**src/rtl/seq_sched_pkg.sv**
```systemverilog
// Shared state encodings, defaults and helpers for the sequential-unit scheduler.
package seq_sched_pkg;

  localparam logic [1:0] ST_IDLE = 2'd0;
  localparam logic [1:0] ST_CLR  = 2'd1;
  localparam logic [1:0] ST_RUN  = 2'd2;
  localparam logic [1:0] ST_RESP = 2'd3;

  localparam int DEF_NREQ = 4;
  localparam int DEF_LAT  = 3;

  typedef struct packed {
    logic a;
    logic b;
    logic c;
  } abc_t;

  // Single conditional subtract: callers keep v below 2*n.
  function automatic int unsigned rr_wrap(input int unsigned v, input int unsigned n);
    return (v >= n) ? v - n : v;
  endfunction

endpackage

```
**src/rtl/rr_arbiter.sv**
```systemverilog
// Combinational round-robin pick: first set request at or above ptr_i, wrapping.
module rr_arbiter
  import seq_sched_pkg::*;
#(
  parameter int NREQ = DEF_NREQ,
  parameter int IDW  = $clog2(NREQ)
) (
  input  logic [NREQ-1:0] req_i,
  input  logic [IDW-1:0]  ptr_i,
  output logic [NREQ-1:0] sel_o,
  output logic [IDW-1:0]  idx_o,
  output logic            any_o
);

  int unsigned cand;

  always_comb begin
    sel_o = '0;
    idx_o = '0;
    any_o = 1'b0;
    cand  = 0;
    for (int off = 0; off < NREQ; off++) begin
      cand = rr_wrap(32'(ptr_i) + 32'(off), 32'(NREQ));
      if (!any_o && req_i[IDW'(cand)]) begin
        any_o              = 1'b1;
        idx_o              = IDW'(cand);
        sel_o[IDW'(cand)]  = 1'b1;
      end
    end
  end

endmodule

```
**src/rtl/seq_unit_scheduler.sv**
```systemverilog
// Time-shares one 3-input sequential unit among NREQ requesters with round-robin grants.
// state | meaning
// IDLE  | unit idle, arbitrate pending requests
// CLR   | grant pulse, unit held in reset with the latched triple applied
// RUN   | unit released, triple held while the unit settles
// RESP  | response pulse with the sampled unit output
module seq_unit_scheduler
  import seq_sched_pkg::*;
#(
  parameter int NREQ = DEF_NREQ,
  parameter int LAT  = DEF_LAT,
  parameter int IDW  = $clog2(NREQ)
) (
  input  logic              clk,
  input  logic              res,
  input  logic [NREQ-1:0]   req,
  input  logic [3*NREQ-1:0] req_abc,
  output logic [NREQ-1:0]   gnt,
  output logic              busy,
  output logic              rsp_valid,
  output logic [IDW-1:0]    rsp_id,
  output logic              rsp_data,
  output logic              unit_a,
  output logic              unit_b,
  output logic              unit_c,
  output logic              unit_res,
  input  logic              unit_out
);

  localparam int            CW       = $clog2(LAT + 1);
  // LAT released-reset clocks for the unit to settle, plus the clock on which out is sampled.
  localparam logic [CW-1:0] RUN_LOAD = CW'(LAT);

  logic [1:0]      state_q, state_d;
  logic [IDW-1:0]  ptr_q, ptr_d;
  logic [CW-1:0]   cnt_q, cnt_d;
  abc_t            abc_q, abc_d;
  logic [IDW-1:0]  id_q, id_d;
  logic [NREQ-1:0] gnt_q, gnt_d;
  logic            busy_q, busy_d;
  logic            rsp_valid_q, rsp_valid_d;
  logic [IDW-1:0]  rsp_id_q, rsp_id_d;
  logic            rsp_data_q, rsp_data_d;
  abc_t            unit_abc_q, unit_abc_d;
  logic            unit_res_q, unit_res_d;

  logic [NREQ-1:0] arb_sel;
  logic [IDW-1:0]  arb_idx;
  logic            arb_any;
  abc_t            arb_abc;

  rr_arbiter #(
    .NREQ (NREQ),
    .IDW  (IDW)
  ) u_arb (
    .req_i (req),
    .ptr_i (ptr_q),
    .sel_o (arb_sel),
    .idx_o (arb_idx),
    .any_o (arb_any)
  );

  assign arb_abc = abc_t'(req_abc[3*int'(arb_idx) +: 3]);

  always_comb begin
    state_d     = state_q;
    ptr_d       = ptr_q;
    cnt_d       = cnt_q;
    abc_d       = abc_q;
    id_d        = id_q;
    gnt_d       = '0;
    rsp_valid_d = 1'b0;
    rsp_id_d    = rsp_id_q;
    rsp_data_d  = rsp_data_q;
    unit_abc_d  = '0;
    unit_res_d  = 1'b0;

    case (state_q)
      ST_IDLE: begin
        if (arb_any) begin
          state_d    = ST_CLR;
          gnt_d      = arb_sel;
          abc_d      = arb_abc;
          id_d       = arb_idx;
          ptr_d      = IDW'(rr_wrap(32'(arb_idx) + 32'd1, 32'(NREQ)));
          unit_res_d = 1'b1;
          unit_abc_d = arb_abc;
        end
      end
      ST_CLR: begin
        state_d    = ST_RUN;
        cnt_d      = RUN_LOAD;
        unit_abc_d = abc_q;
      end
      ST_RUN: begin
        if (cnt_q == '0) begin
          state_d     = ST_RESP;
          rsp_valid_d = 1'b1;
          rsp_id_d    = id_q;
          rsp_data_d  = unit_out;
        end else begin
          cnt_d      = cnt_q - CW'(1);
          unit_abc_d = abc_q;
        end
      end
      default: begin
        state_d = ST_IDLE;
      end
    endcase

    busy_d = (state_d != ST_IDLE);
  end

  always_ff @(posedge clk or negedge res) begin
    if (!res) begin
      state_q     <= ST_IDLE;
      ptr_q       <= '0;
      cnt_q       <= '0;
      abc_q       <= '0;
      id_q        <= '0;
      gnt_q       <= '0;
      busy_q      <= 1'b0;
      rsp_valid_q <= 1'b0;
      rsp_id_q    <= '0;
      rsp_data_q  <= 1'b0;
      unit_abc_q  <= '0;
      unit_res_q  <= 1'b1;
    end else begin
      state_q     <= state_d;
      ptr_q       <= ptr_d;
      cnt_q       <= cnt_d;
      abc_q       <= abc_d;
      id_q        <= id_d;
      gnt_q       <= gnt_d;
      busy_q      <= busy_d;
      rsp_valid_q <= rsp_valid_d;
      rsp_id_q    <= rsp_id_d;
      rsp_data_q  <= rsp_data_d;
      unit_abc_q  <= unit_abc_d;
      unit_res_q  <= unit_res_d;
    end
  end

  assign gnt       = gnt_q;
  assign busy      = busy_q;
  assign rsp_valid = rsp_valid_q;
  assign rsp_id    = rsp_id_q;
  assign rsp_data  = rsp_data_q;
  assign unit_a    = unit_abc_q.a;
  assign unit_b    = unit_abc_q.b;
  assign unit_c    = unit_abc_q.c;
  assign unit_res  = unit_res_q;

endmodule

```
**config.mk**
```make
export PLATFORM = sky130hd
export DESIGN_NAME = seq_unit_scheduler
export DESIGN_NICKNAME = d
export VERILOG_FILES = /design/src/rtl/seq_sched_pkg.sv /design/src/rtl/rr_arbiter.sv /design/src/rtl/seq_unit_scheduler.sv
export SDC_FILE = /design/constraint.sdc
export NUM_CORES = 1
export LEC_CHECK = 0
export ABC_AREA = 1
export CAP_MARGIN = 20
export CORE_MARGIN = 3
export CORE_UTILIZATION = 48
export CTS_BUF_LIST = sky130_fd_sc_hd__clkbuf_2 sky130_fd_sc_hd__clkbuf_4 sky130_fd_sc_hd__clkbuf_8
export DETAILED_ROUTE_END_ITERATION = 10
export HOLD_SLACK_MARGIN = 0.05
export PLACE_DENSITY_LB_ADDON = 0.3
export SLEW_MARGIN = 15
export SYNTH_ARGS = -nofsm -noshare
export SYNTH_HDL_FRONTEND = slang
export SYNTH_SLANG_ARGS = --single-unit
```
**constraint.sdc**
```tcl
create_clock -name clk -period 2.1 [get_ports clk]
set_input_delay 0.315 -clock clk [delete_from_list [all_inputs] [get_ports clk]]
set_output_delay 0.315 -clock clk [all_outputs]
set_load 0.01 [all_outputs]
```
==> results.cfg, run 1 <==
[power_and_ir_drop]
seq_power_share_pct = 20.5
power.internal_w = 0.00202
power_leakage_nw = 1.16
finalPower_w = 0.00387
switching_share_pct = 47.8
power_switching_w = 0.00185
power_per_cell_area_nw_per_um2 = 1800
pwr-share-comb_pct = 71.0
ir_worst_vdd_mv = 1.00
clockPowerShare_pct = 8.5

[final_layout]
fin_cells = 300
layout.nets = 288
drive_gt1_share_pct = 19.1
layout_commonest_cell = nand2_1
syn2layout_area_growth_pct = 29.2
final_cell_mix = nand2_1 (62), inv_1 (36), clkdlybuf4s50_1 (31)
n_antenna_cell = 0
design_area_um2 = 2150
fin_util_pct = 67.7
fill_cells = 291

[worst_setup_path]
required_ps = 2320
cp_max_fo = 13
startpoint = ptr_q[0]$_DFFE_PN0P_
cp_cell_sequence = inv_2, buf_4, nand2_1, nand3_2, nand2_4, nor2_4, nand3b_4, nand3_4, nand2_1, nand3_1, nand2_1, nand2_1, a21oi_1
r2r_slack_ps = 190
arrival_ps = 2130
crit_cells = 13
endpoint = unit_b$_DFF_PN0_
cp_slowest_stage_delay_ps = 410
reg2reg_from = ptr_q[0]$_DFFE_PN0P_
crit_family = simple AND/OR/NAND/NOR gates
cpMaxStageDelayCell = dfrtp_1
cp_common_cell = nand2_1
critPathLaunchType = flip-flop
worstReg2RegEnd = unit_b$_DFF_PN0_
end_kind = flip-flop
path_buf_inv = 2
r2r_cells = 13
crit_type = reg -> reg

[global_route]
grt_use_total_pct = 17.7
grt_overflow = 0
grt_pass1_wl_um = 5940
grt_pass1_vias = 1410
antenna_found_initial = 0
grt_max_degree = 25

[placement]
hpwlAfterDp_um = 2630
placed_area_um2 = 2080
io_buffers = 31
dp.cells = 296
place_congestion = 0.866

[sta]
fin_crit_sh_pct = 91.0
rsz0062_at_grt = no
fin_setup_tns_ps = 0
finalClockSkew_ps = 2.26
setup_violations = 0
finalCriticalPeriod_ps = 1910
fmax_ghz = 0.523
final-hold-violation-count = 0
slew_viol_final = 0
tightest_slew_ps = 368
max-slew-margin-rel_pct = 75.5

[routing]
top_signal_layer_used = met4
via_count = 1464
drcViolationCount = 0
dr.pass1.iters = 4
wl_met1_um = 1480
wl_met2_um = 1660
drt_iter0_markers = 59
wirelength_um = 3340
met3WireLength_um = 200
vias_per_cell = 4.88
drtAntennaViolNets = 0
routedWlPerCell_um = 11.1

[cts]
numCtsBuffers = 3
htree_levels = 1
clkTransAtPathRegs_ps = 120
cts.sinks = 24
cts_setup_buffers = 0
root_buffer = clkbuf_4
ctsHoldBuffers = 0
clkLatencyLatePin_ps = 320
cts_resized = 0
cts_tree = built
cts.path.max_buffers = 2

[die]
ios = 32
die_y_um = 64.9
chipWidth_um = 64.9
rows = 20
initial_utilization_pct = 52.4
core_area_um2 = 3180
die_area_um2 = 4210

[yosys]
ys_seq_elements = 24
synthCells = 214
syn_avg_cell_area_um2 = 7.78
yosysWarnings = 0
synth.yosys.seq_area_share_pct = 36.1
syn_area_um2 = 1670
syn_nets = 245
synth_cell_types = 31

[run_status]
outcome = finished, final reports clean

[min_path]
hold_path.class = in -> async

[run]
cap_violations = 0
==> worst min-delay path by stage <==
stage,endpoint,slack [ps],cells after the start
after floorplan,abc_q[0]$_DFFE_PN0P_,20,0
after global placement,rsp_data$_DFFE_PN0P_,470,2
after detailed placement,rsp_data$_DFFE_PN0P_,460,2
after CTS,gnt[3]$_DFF_PN0_,350,2
after global routing,gnt[1]$_DFF_PN0_,340,2
final,gnt[0]$_DFF_PN0_,340,2
==> power groups by stage <==
| stage | clock network (W) | logic, W | registers, W |
|---|---|---|---|
| floorplan | 0 | 0.00182 | 0.000876 |
| global placement | 0 | 0.00260 | 0.000800 |
| detailed placement | 0 | 0.00265 | 0.000805 |
| CTS | 0.000334 | 0.00266 | 0.000794 |
| global route | 0.000361 | 0.00311 | 0.000820 |
| finish | 0.000329 | 0.00275 | 0.000792 |
==> cell type report <==
class,count,area [um2],share of cell area [%]
Clock buffer,3,22.5,1.05
Sequential cell,24,602,28.0
Multi-Input combinational cell,145,900,41.8
Tap cell,44,55.1,2.56
Clock inverter,1,30.0,1.40
Inverter,43,164,7.62
Timing Repair Buffer,40,378,17.6
==> cells by family after synthesis <==
family,count (synthesis),share of synthesized area (%)
fa+ha+maj,12,9.02
flops,24,36.1
simple gates,110,35.4
buf+inv,45,11.2
compound gates,23,8.26
==> per-stage QoR <==
stage          setup slack (ps)  hold slack, ps
4_1_cts                    55.0             355
6_report                    189             343
2_1_floorplan              43.9            19.4
3_3_place_gp               7.63             465
3_5_place_dp              -7.05             465
5_1_grt                    10.6             340
==> sequential cells by signal, summed over array words and instances (netlist names), 2 cells and up <==
signal	count
rsp_id	2
ptr_q	2
state_q	2
gnt	4
cnt_q	2
id_q	2
abc_q	3
==> cells in the mapped netlist, drive strengths merged <==
cell     instances  area share, %
nand2           74             20
inv             43            9.8
nand3           25             10
dfrtp           23             35
ha              12            9.0
o21ai            9            2.7
a21oi            6            1.8
nor2             5            2.2
o2111ai          4            2.1
buf              2            1.4
nand4            2            1.1
or2              2           0.75
a21boi           1           0.45
a22oi            1           0.45
a31oi            1           0.38
dfstp            1            1.6
nand3b           1            1.2
nor3             1           0.30
o22ai            1           0.38
==> layer usage <==
layer / track usage, % / up-vias
li1: - / 757
met1: 23.0 / 663
met2: 30.1 / 42
met3: 4.51 / 2
met4: 2.37 / 0
met5: 0 / -
Power figures use the tool's default switching activity.
==> run 2: changes to the inputs <==
Settings changed: CORE_MARGIN 3 to 2.
==> run 2 against run 1 <==
Effect of this change:
- clock power decreased by 32%
- setup slack worse by 19 ps
- sequential share of layout area rose by 0.26 points
- critical path type unchanged
- largest cell class unchanged
- largest power group unchanged
==> results.cfg, run 2 (synthesized netlist as in run 1, its figures left out) <==
[final_layout]
syn2layout_area_growth_pct = 27.9
drive_gt1_share_pct = 19.1
largest_reg_flops = 4
design_area_um2 = 2130
layout.nets = 288
layout_commonest_cell = nand2_1
n_antenna_cell = 0
final_cell_mix = nand2_1 (62), inv_1 (36), clkdlybuf4s50_1 (31)

[cts]
cts_tree = built
clkLatencyLatePin_ps = 320
numCtsBuffers = 3
cts.path.max_buffers = 2
clkTransAtPathRegs_ps = 120
root_buffer = clkbuf_4
htree_levels = 1
ctsHoldBuffers = 0
cts.sinks = 24

[sta]
fmax_ghz = 0.518
final-hold-violation-count = 0
fin_ws_ps = 171
max-slew-margin-rel_pct = 73.2
tightest_slew_ps = 401
fin_crit_sh_pct = 91.9
fin_setup_tns_ps = 0
slew_viol_final = 0
finalClockSkew_ps = 1.68
setup_violations = 0
finalCriticalPeriod_ps = 1930
rsz0062_at_grt = no

[worst_setup_path]
cpMaxStageDelayCell = dfrtp_1
required_ps = 2370
crit_family = simple AND/OR/NAND/NOR gates
cp_cell_sequence = inv_1, ha_4, inv_2, nand3_1, nand2_1, buf_4, nand4_2, nand3_2, nand2_2, inv_2, nor2_2, nand3_2, nand3_2, nand2_1, inv_1
end_kind = flip-flop
cp_common_cell = nand3_2
cp_slowest_stage_delay_ps = 370
cp_max_fo = 5
critPathLaunchType = flip-flop
arrival_ps = 2200
crit_type = reg -> reg
path_buf_inv = 5

[placement]
io_buffers = 31
placed_area_um2 = 2080
place_congestion = 0.854
place_ws_ps = -10.5
hpwlAfterDp_um = 2570

[die]
rows = 21
chipWidth_um = 62.9
die_y_um = 62.9
core_area_um2 = 3340
ios = 32
initial_utilization_pct = 49.9
die_area_um2 = 3960

[routing]
top_signal_layer_used = met4
vias_per_cell = 4.82
dr.pass1.iters = 4
drtAntennaViolNets = 0
drt_iter0_markers = 51
drcViolationCount = 0
met3WireLength_um = 133
wl_met2_um = 1540
routedWlPerCell_um = 10.9
wirelength_um = 3300
wl_met1_um = 1560
via_count = 1457

[power_and_ir_drop]
power_leakage_nw = 1.15
power_per_cell_area_nw_per_um2 = 1770
ir_worst_vdd_mv = 0.853

[global_route]
grt_max_degree = 25
grt_overflow = 0
antenna_found_initial = 0
grt_use_total_pct = 17.8
grt_pass1_wl_um = 5680
grt_pass1_vias = 1332

[run]
cap_violations = 0

[min_path]
hold_path.class = in -> async

[run_status]
outcome = finished, final reports clean
-- run 2: final timing paths --
check	end	slack (ps)	cells after the start	start
worst max-delay path	unit_a$_DFF_PN0_	170	15	ptr_q[1]$_DFFE_PN0P_
worst min-delay path	gnt[1]$_DFF_PN0_	330	2	res
worst max register to register	unit_a$_DFF_PN0_	170	15	ptr_q[1]$_DFFE_PN0P_
worst min register to register	rsp_data$_DFFE_PN0P_	500	2	rsp_data$_DFFE_PN0P_
max in group asynchronous	unit_res$_DFF_PN1_	1490	2	res
min in group clk	rsp_data$_DFFE_PN0P_	500	2	rsp_data$_DFFE_PN0P_
-- run 2: what timing repair did --
action                                  in CTS  in global routing
endpoints found under the setup margin       0                  7
resized for setup                            0                  6
buffers inserted                             0                  0
-- run 2: area by class of cell --
type	instances	area, um2
multi-input cells	145	900
inverters	43	164
well taps	46	57.6
clock buffers	4	30.0
flip-flops and latches	24	602
repair buffers	40	378
fillers	304	1210
-- run 2: power by group --
group / switching, W / internal (W)
clock: 0.000137 / 0.0000874
sequential: 0.0000946 / 0.000702
combinational: 0.00162 / 0.00112
-- run 2: metal layers --
layer	vias to the layer above	GRT usage [%]
met5	-	0
met3	5	2.70
met2	41	29.8
met4	0	7.50
li1	758	-
met1	653	22.9
-- run 2: through the flow --
step                      hold slack (ps)  power (W)  utilization (%)  instances
after floorplan                      19.4    0.00269                -        214
after global placement                464    0.00341             62.3        298
after detailed placement              480    0.00346             62.3        298
after CTS                             339    0.00368             63.2        302
after global routing                  343    0.00413             63.9        302
final                                 333    0.00376             63.9        302
